==> src/rtl/hsv_core_trap_seq.sv <==
// Trap and flush sequencer for the hsv_core commit stage: arbitrates traps, mret,
// explicit flushes, interrupts and wfi, and drives the global flush handshake.

package hsv_core_trap_seq_pkg;
    localparam int unsigned XLEN    = 32;
    localparam int unsigned CAUSE_W = 5;
    typedef logic [CAUSE_W-1:0] exception_t;
endpackage

module hsv_core_trap_seq
    import hsv_core_trap_seq_pkg::*;
#(
    parameter logic [31:0] RESET_PC = 32'h0000_0000
) (
    input  logic             clk_core,
    input  logic             rst_core_n,
    input  logic             ctrl_flush_begin,
    input  logic             ctrl_commit,
    input  logic             ctrl_trap,
    input  logic             ctrl_mode_return,
    input  logic             ctrl_wait_irq,
    input  exception_t       ctrl_trap_cause,
    input  logic [XLEN-1:0]  ctrl_trap_value,
    input  logic [XLEN-1:0]  ctrl_next_pc,
    output logic             ctrl_begin_irq,
    input  logic             irq_pending_i,
    input  exception_t       irq_cause_i,
    input  logic [XLEN-1:0]  mtvec_i,
    input  logic [XLEN-1:0]  mepc_i,
    output logic             flush_req,
    output logic [XLEN-1:0]  flush_target,
    input  logic             flush_ack_i,
    output logic             trap_o,
    output logic             trap_irq_o,
    output exception_t       trap_cause_o,
    output logic [XLEN-1:0]  trap_value_o,
    output logic [XLEN-1:0]  trap_epc_o,
    output logic             mret_o
);

    typedef enum logic [1:0] {
        RUN     = 2'd0,
        FLUSH   = 2'd1,
        RELEASE = 2'd2,
        WFI     = 2'd3
    } state_t;

    state_t          state_q, state_d;
    logic            flush_req_q, flush_req_d;
    logic [XLEN-1:0] flush_target_q, flush_target_d;
    logic            trap_q, trap_d;
    logic            trap_irq_q, trap_irq_d;
    exception_t      trap_cause_q, trap_cause_d;
    logic [XLEN-1:0] trap_value_q, trap_value_d;
    logic [XLEN-1:0] trap_epc_q, trap_epc_d;
    logic            mret_q, mret_d;
    logic            flush_pend_q, flush_pend_d;
    logic            irq_pend_q, irq_pend_d;
    logic            take_irq;

    // Next-state and registered-output computation; flush_pend/irq_pend hold what commit saw last cycle
    always_comb begin
        state_d        = state_q;
        flush_target_d = flush_target_q;
        trap_d         = 1'b0;
        trap_irq_d     = 1'b0;
        mret_d         = 1'b0;
        trap_cause_d   = trap_cause_q;
        trap_value_d   = trap_value_q;
        trap_epc_d     = trap_epc_q;
        flush_pend_d   = 1'b0;
        irq_pend_d     = 1'b0;
        ctrl_begin_irq = 1'b0;
        take_irq       = 1'b0;

        case (state_q)
            RUN: begin
                ctrl_begin_irq = irq_pending_i;
                flush_pend_d   = ctrl_flush_begin & ctrl_commit;
                irq_pend_d     = irq_pending_i;
                if (ctrl_trap) begin
                    trap_d         = 1'b1;
                    trap_cause_d   = ctrl_trap_cause;
                    trap_value_d   = ctrl_trap_value;
                    trap_epc_d     = ctrl_next_pc;
                    flush_target_d = mtvec_i;
                    state_d        = FLUSH;
                end else if (ctrl_mode_return) begin
                    mret_d         = 1'b1;
                    flush_target_d = mepc_i;
                    state_d        = FLUSH;
                end else if (flush_pend_q) begin
                    flush_target_d = ctrl_next_pc;
                    state_d        = FLUSH;
                end else if (irq_pend_q) begin
                    take_irq = 1'b1;
                end else if (ctrl_wait_irq) begin
                    state_d = WFI;
                end
            end
            WFI: begin
                ctrl_begin_irq = irq_pending_i;
                irq_pend_d     = irq_pending_i;
                take_irq       = irq_pend_q;
            end
            FLUSH: begin
                if (flush_ack_i) state_d = RELEASE;
            end
            RELEASE: begin
                if (!flush_ack_i) state_d = RUN;
            end
            default: state_d = FLUSH;
        endcase

        if (take_irq) begin
            trap_d         = 1'b1;
            trap_irq_d     = 1'b1;
            trap_cause_d   = irq_cause_i;
            trap_value_d   = '0;
            trap_epc_d     = ctrl_next_pc;
            flush_target_d = mtvec_i;
            state_d        = FLUSH;
        end

        flush_req_d = (state_d == FLUSH);
    end

    always_ff @(posedge clk_core or negedge rst_core_n) begin
        if (!rst_core_n) begin
            state_q        <= FLUSH;
            flush_req_q    <= 1'b1;
            flush_target_q <= RESET_PC;
            trap_q         <= 1'b0;
            trap_irq_q     <= 1'b0;
            trap_cause_q   <= '0;
            trap_value_q   <= '0;
            trap_epc_q     <= '0;
            mret_q         <= 1'b0;
            flush_pend_q   <= 1'b0;
            irq_pend_q     <= 1'b0;
        end else begin
            state_q        <= state_d;
            flush_req_q    <= flush_req_d;
            flush_target_q <= flush_target_d;
            trap_q         <= trap_d;
            trap_irq_q     <= trap_irq_d;
            trap_cause_q   <= trap_cause_d;
            trap_value_q   <= trap_value_d;
            trap_epc_q     <= trap_epc_d;
            mret_q         <= mret_d;
            flush_pend_q   <= flush_pend_d;
            irq_pend_q     <= irq_pend_d;
        end
    end

    assign flush_req    = flush_req_q;
    assign flush_target = flush_target_q;
    assign trap_o       = trap_q;
    assign trap_irq_o   = trap_irq_q;
    assign trap_cause_o = trap_cause_q;
    assign trap_value_o = trap_value_q;
    assign trap_epc_o   = trap_epc_q;
    assign mret_o       = mret_q;

endmodule

==> config.mk <==
export PLATFORM = sky130hd
export DESIGN_NAME = hsv_core_trap_seq
export DESIGN_NICKNAME = d
export VERILOG_FILES = /design/src/rtl/hsv_core_trap_seq.sv
export SDC_FILE = /design/constraint.sdc
export NUM_CORES = 1
export LEC_CHECK = 0
export ABC_CLOCK_PERIOD_IN_PS = 2600
export BUFFER_PORTS_ARGS = -buffer_cell sky130_fd_sc_hd__buf_2
export CORE_MARGIN = 1.5
export CORE_UTILIZATION = 46
export CTS_CLUSTER_DIAMETER = 50
export DETAILED_ROUTE_END_ITERATION = 10
export PLACE_DENSITY_LB_ADDON = 0.1
export SETUP_SLACK_MARGIN = 0.3
export SLEW_MARGIN = 20
export SYNTH_ARGS = -nofsm -noshare
export SYNTH_HDL_FRONTEND = slang
export SYNTH_SLANG_ARGS = --single-unit
==> constraint.sdc <==
create_clock -name clk_core -period 2.6 [get_ports clk_core]
set_input_delay 0.52 -clock clk_core [delete_from_list [all_inputs] [get_ports clk_core]]
set_output_delay 0.52 -clock clk_core [all_outputs]
set_load 0.01 [all_outputs]
## Word-level counts from Yosys, hierarchy flattened

Index checks and enable logic that the tools add are counted.

- Flip-flop bits (word level): 109
- Logic and storage cells: 60

- Equal/unequal tests: 4
- Mux-type cells: 37
- Bitwise logic cells: 1
- Reduce and logical (&&, ||, !) cells: 7

Operator list:

| cell | number |
|---|---|
| $mux 32 | 11 |
| $mux 2 | 8 |
| $mux 5 | 3 |
| $mux 1 | 13 |
| $pmux 2 s3 | 1 |
| $eq 2x1->1 const B | 2 |
| $eq 2x2->1 const B | 2 |
| $reduce_and 2->1 | 2 |
| $reduce_bool 2->1 | 2 |
| $reduce_bool 4->1 | 1 |
| $logic_not 2->1 | 1 |
| $pmux 1 s2 | 1 |
| $reduce_or 2->1 | 1 |
| $and 1x1->1 | 1 |

## Longest topological paths before layout

- Word-level depth: 8
- Gate-level depth with buffers: 7

## Worst setup path after synthesis

No wires, ideal clock.

- Path kind: register to register
- Start: reg state_q[0]
- End: reg trap_epc_q[10], in the netlist trap_epc_o[10]
- Library setup time: 0.128 ns
- Arrival time: 1.901 ns
- Slack: 0.572 ns
- Cell stages (with the launch flop): 8
- Path buffers: 1
- Clock period less this slack: 2.028 ns
- Cell sequence: dfstp_2 > inv_1 > ha_1 > nor4b_2 > o21ai_2 > nand2_1 > buf_4 > mux2_1

- Longest elaborated chain between the ends: 4

RTL lines:

| element | RTL line | RTL |
|---|---|---|
| start: declaration | 48 | `state_t state_q, state_d;` |
| start signal: assignment | 142 | `state_q <= state_d;` |
| $eq 2x2->1 / $logic_not 2->1 (equally long branches) | 76 | `case (state_q)` |
| $pmux 1 s2 | 76 |  |
| $reduce_bool 2->1 (no line) | n/a |  |
| $reduce_and 2->1 (no line) | n/a |  |
| end signal: assignment | 149 | `trap_epc_q <= trap_epc_d;` |
| end: declaration | 55 | `logic [XLEN-1:0] trap_epc_q, trap_epc_d;` |

Parallel ways exist; a longest one is shown, timed or not.
A chain may end at the register's enable or synchronous reset.

## Worst setup path after layout

- Start: reg state_q[0]
- End: out ctrl_begin_irq

- Longest elaborated chain between the ends: 3

RTL lines:

| element | RTL line | RTL |
|---|---|---|
| $eq 2x2->1 / $logic_not 2->1 (equally long branches) | 76 |  |
| $reduce_or 2->1 (no line) (*) | n/a |  |
| $mux 1 (*) | 76 |  |
| end: declaration | 25 | `output logic ctrl_begin_irq,` |

Mark *: on every way between the ends. The rest lies on a longest branch, timed or not.

==> impl_summary.txt <==
----------------------------------------------------
[Logic synthesis]
  Main synth FF type ... sky130_fd_sc_hd__dfrtp_1
  Top-count cell post-synth ... sky130_fd_sc_hd__dfrtp_1
  Most used standard cells in the synthesized netlist ... 107 x sky130_fd_sc_hd__dfrtp_1, 76 x sky130_fd_sc_hd__nand2_1, 35 x sky130_fd_sc_hd__nor2b_1
  Number of storage elements in the synthesis netlist ... 109
  Post-synthesis cell type with the largest combined area ... sky130_fd_sc_hd__dfrtp_1
  Yosys warns ... 0
  Net count after synthesis ... 613
  Post-Syn Area per Cell ... 10.81 sq um
  Fraction of the yosys area taken by sequential cells ... 54.80%
  Synth Cell Area ... 4982 sq um
  Proportion of synthesized flip-flops having asynchronous set or reset ... 100.0%
  Number of enable-type register cells in the synthesized netlist ... 0
  Unique masters post-synth ... 41
  Area share of the leading cell type in the synthesized netlist ... 53.74%
  Main area contributors after synthesis ... sky130_fd_sc_hd__dfrtp_1 54%, sky130_fd_sc_hd__nand2_1 5.7%, sky130_fd_sc_hd__o2bb2ai_1 5.3%, sky130_fd_sc_hd__a211oi_1 4.7%, sky130_fd_sc_hd__nor2b_1 4.4%
  Number of cells produced by synthesis ... 461

[Power and ir drop]
  Switching power as a share of total power ... 39.49%
  Design internal power ... 4.619 mW
  VDD IR max ... 0.0004861 V
  Portion of total power attributed to the clock network ... 12.9%
  Ratio of total power to cell area ... 1165 nW/um^2
  Cell leakage power ... 3.200 nW
  Part of the total power dissipated in combinational logic ... 48.1%
  Sequential group share of total power ... 39.0%
  Net switching power ... 3.015 mW

[Drt]
  Via-to-Cell Ratio ... 5.263
  First-pass iteration count of the detailed router ... 4
  DRC errors left ... 0
  Post-detailed-route count of antenna-violating nets ... 0
  Average detailed-routed wire length per instance ... 16.56 um
  Number of violations reported at the end of detailed-routing iteration 0 ... 274
  Total wirelength of the detailed-routed design ... 14030 um
  Via Count ... 4458

[Final layout]
  Count of antenna diodes in the layout ... 0
  Sequential Area ... 2730 sq um
  Fillers ... 913
  Area added between synthesis and finish ... 31.49%
  Layout Cell Area excl Fill ... 6551 sq um
  Multi-input combinational cell area ... 2063 sq um
  Layout cells sized above 1 ... 43.60%
  Net count reported at finish ... 858

[STA]
  Final setup violation count ... 0
  Maximum operating frequency ... 0.4546 GHz
  Clock skew ... 0.01510 ns
  Sum of negative setup slack ... 0 ns
  Clock period minus worst slack ... 2.199 ns
  Slew @ Worst Pin ... 0.6337 ns
  Rel. slew slack ... 57.75%
  Final worst setup slack ... 0.4005 ns
  Final hold vios ... 0
  Period Utilization, post-route ... 84.60%
  RSZ-0062 raised after global routing ... true
  Pins Over Slew Limit ... 0

[GRT]
  Vias in the first global route ... 4526
  Maximum number of pins on one net before global-route repair ... 66
  Overall Global Routing Usage ... 24.31%
  Initial antenna violation count ... 0
  Overflow after GRT ... 0
  First-pass GRT wire length ... 21870 um

[Placement]
  Cell Area, Placed ... 6361 sq um
  Half-perimeter wire length after detailed placement ... 10330 um
  IO buf count ... 252
  Worst setup timing slack at the placement stage ... 0.3693 ns
  Final GP Congestion ... 0.8192

[Worst setup path]
  Setup Crit Path Kind ... register to output port
  Critical-path maximum fanout ... 5
  Critical Path AT ... 1.68 ns
  CP startpoint kind ... register
  Kind of end point of the critical path ... output port
  Endpoint required time on the critical path ... 2.08 ns

[Die]
  Number of top-level design ports ... 253
  Total die area ... 11460 sq um
  Die H ... 107.1 um
  Initial core utilization ... 47.83%
  Number of core rows ... 37
  Core area ... 10420 sq um
  Die X-Extent ... 107.1 um

[Outcome]
  Result of the run ... completed

[Clock network]
  CTS Root Cell ... sky130_fd_sc_hd__clkbuf_8
  Maximum buffer depth of the clock tree ... 2
  Post-CTS setup buffers ... 0
  Clock slew seen by the registers of the worst setup and hold paths ... 0.09 ns
  Worst-skew pair later-pin latency ... 0.36 ns
  Clock buffers created by TritonCTS ... 9
  CTS Hold Buffers Added ... 0
  CTS tree ... done
  Cts repair resizes ... 0
  Depth of the CTS H-tree ... 3
  Number of clock sinks ... 109

[Job]
  Max capacitance violation total ... 0

[Min path]
  Path class of the lowest-slack min-delay path ... input port to asynchronous set/reset pin

----------------------------------------------------
==> layout make-up <==
type                            count  area share (%)
Clock buffer                       14           2.177
Sequential cell                   109           41.67
Inverter                            5          0.2865
Clock inverter                      2          0.5730
Multi-Input combinational cell    314           31.49
Timing Repair Buffer              267           21.20
Tap cell                          136           2.597
==> layer usage <==
layer,vias to the layer above,GRT usage (%),part of all wire [%]
li1,2133,-,-
met1,2096,29.56,41
met2,201,40.99,48
met3,28,5.471,8.3
met4,0,11.24,2.8
met5,-,0,0
==> sequential cells by signal (all words and copies together), names as in the netlist <==
name and cells:
flush_target 32, flush_req 1, state_q 2, irq_pend_q 1
flush_pend_q 1, trap_o 1, mret_o 1, trap_irq_o 1
trap_epc_o 32, trap_cause_o 5, trap_value_o 32
==> kinds of logic after synthesis <==
kind of cell / count (synthesis) / share of synthesized area (%)
AOI/OAI and AO/OA: 145 / 19.91
and+or+nand+nor: 132 / 12.73
DFF: 109 / 54.80
buffers and inverters: 38 / 4.068
muxes: 32 / 7.232
adders and majority gates: 5 / 1.256
==> critical path, stage by stage, from the launching register on <==
cell and delay [ns]:
sky130_fd_sc_hd__dfstp_2 0.58, sky130_fd_sc_hd__inv_1 0.09, sky130_fd_sc_hd__ha_1 0.36, sky130_fd_sc_hd__nor2b_2 0.16, sky130_fd_sc_hd__buf_2 0.15
==> power by group through the flow <==
stage / combinational (mW) / clock (mW) / sequential, mW
3_5_place_dp: 3.70 / 0 / 2.99
4_1_cts: 3.70 / 1.02 / 2.98
2_1_floorplan: 1.87 / 0 / 3.36
5_1_grt: 4.05 / 1.08 / 3.07
6_report: 3.67 / 0.987 / 2.98
3_3_place_gp: 3.60 / 0 / 2.95
==> worst paths after layout <==
check	cells after the start	start	to	slack, ns
hold reg to reg	1	trap_epc_o[23]$_DFFE_PN0P_	trap_epc_o[23]$_DFFE_PN0P_	0.49
min in group clk_core	2	ctrl_next_pc[6]	trap_epc_o[6]$_DFFE_PN0P_	0.38
hold / removal	1	rst_core_n	trap_epc_o[25]$_DFFE_PN0P_	0.11
setup reg to reg	7	state_q[0]$_DFF_PN1_	trap_epc_o[8]$_DFFE_PN0P_	0.43
max in group asynchronous	2	rst_core_n	trap_cause_o[1]$_DFFE_PN0P_	1.88
setup / recovery	4	state_q[0]$_DFF_PN1_	ctrl_begin_irq	0.40
==> cell usage in the layout (no fill, tap or decap), types with 2 or more instances in the layout <==
master	synthesis	layout
sky130_fd_sc_hd__dfstp_2	2	2
sky130_fd_sc_hd__clkbuf_8	0	9
sky130_fd_sc_hd__a31oi_1	6	6
sky130_fd_sc_hd__buf_4	3	15
sky130_fd_sc_hd__dfrtp_1	107	107
sky130_fd_sc_hd__nand2_1	76	76
sky130_fd_sc_hd__ha_1	5	5
sky130_fd_sc_hd__nand2b_1	2	2
sky130_fd_sc_hd__nand3b_1	3	3
sky130_fd_sc_hd__mux2_2	17	17
sky130_fd_sc_hd__a21oi_1	34	33
sky130_fd_sc_hd__o21ai_2	3	3
sky130_fd_sc_hd__nor2_1	8	8
sky130_fd_sc_hd__o31ai_1	2	2
sky130_fd_sc_hd__and3_1	2	2
sky130_fd_sc_hd__nor2b_1	35	34
sky130_fd_sc_hd__inv_1	4	4
sky130_fd_sc_hd__o21ai_0	2	2
sky130_fd_sc_hd__clkbuf_1	20	5
sky130_fd_sc_hd__mux2_1	15	15
sky130_fd_sc_hd__a21oi_2	1	2
sky130_fd_sc_hd__buf_2	3	251
sky130_fd_sc_hd__a211oi_1	31	31
sky130_fd_sc_hd__o21ai_1	28	28
sky130_fd_sc_hd__o2bb2ai_1	30	30
==> stage by stage <==
step / total power, mW / utilization [%] / hold WS, ns / std cells
global placement: 6.552 / 61.07 / 0.4619 / 831
detailed placement: 6.697 / 61.07 / 0.4696 / 831
finish: 7.634 / 62.89 / 0.1089 / 847
floorplan: 5.225 / - / 0.2244 / 461
CTS: 7.698 / 62.80 / 0.1100 / 847
global route: 8.205 / 62.89 / 0.1271 / 847
Power figures use the tool's default switching activity.
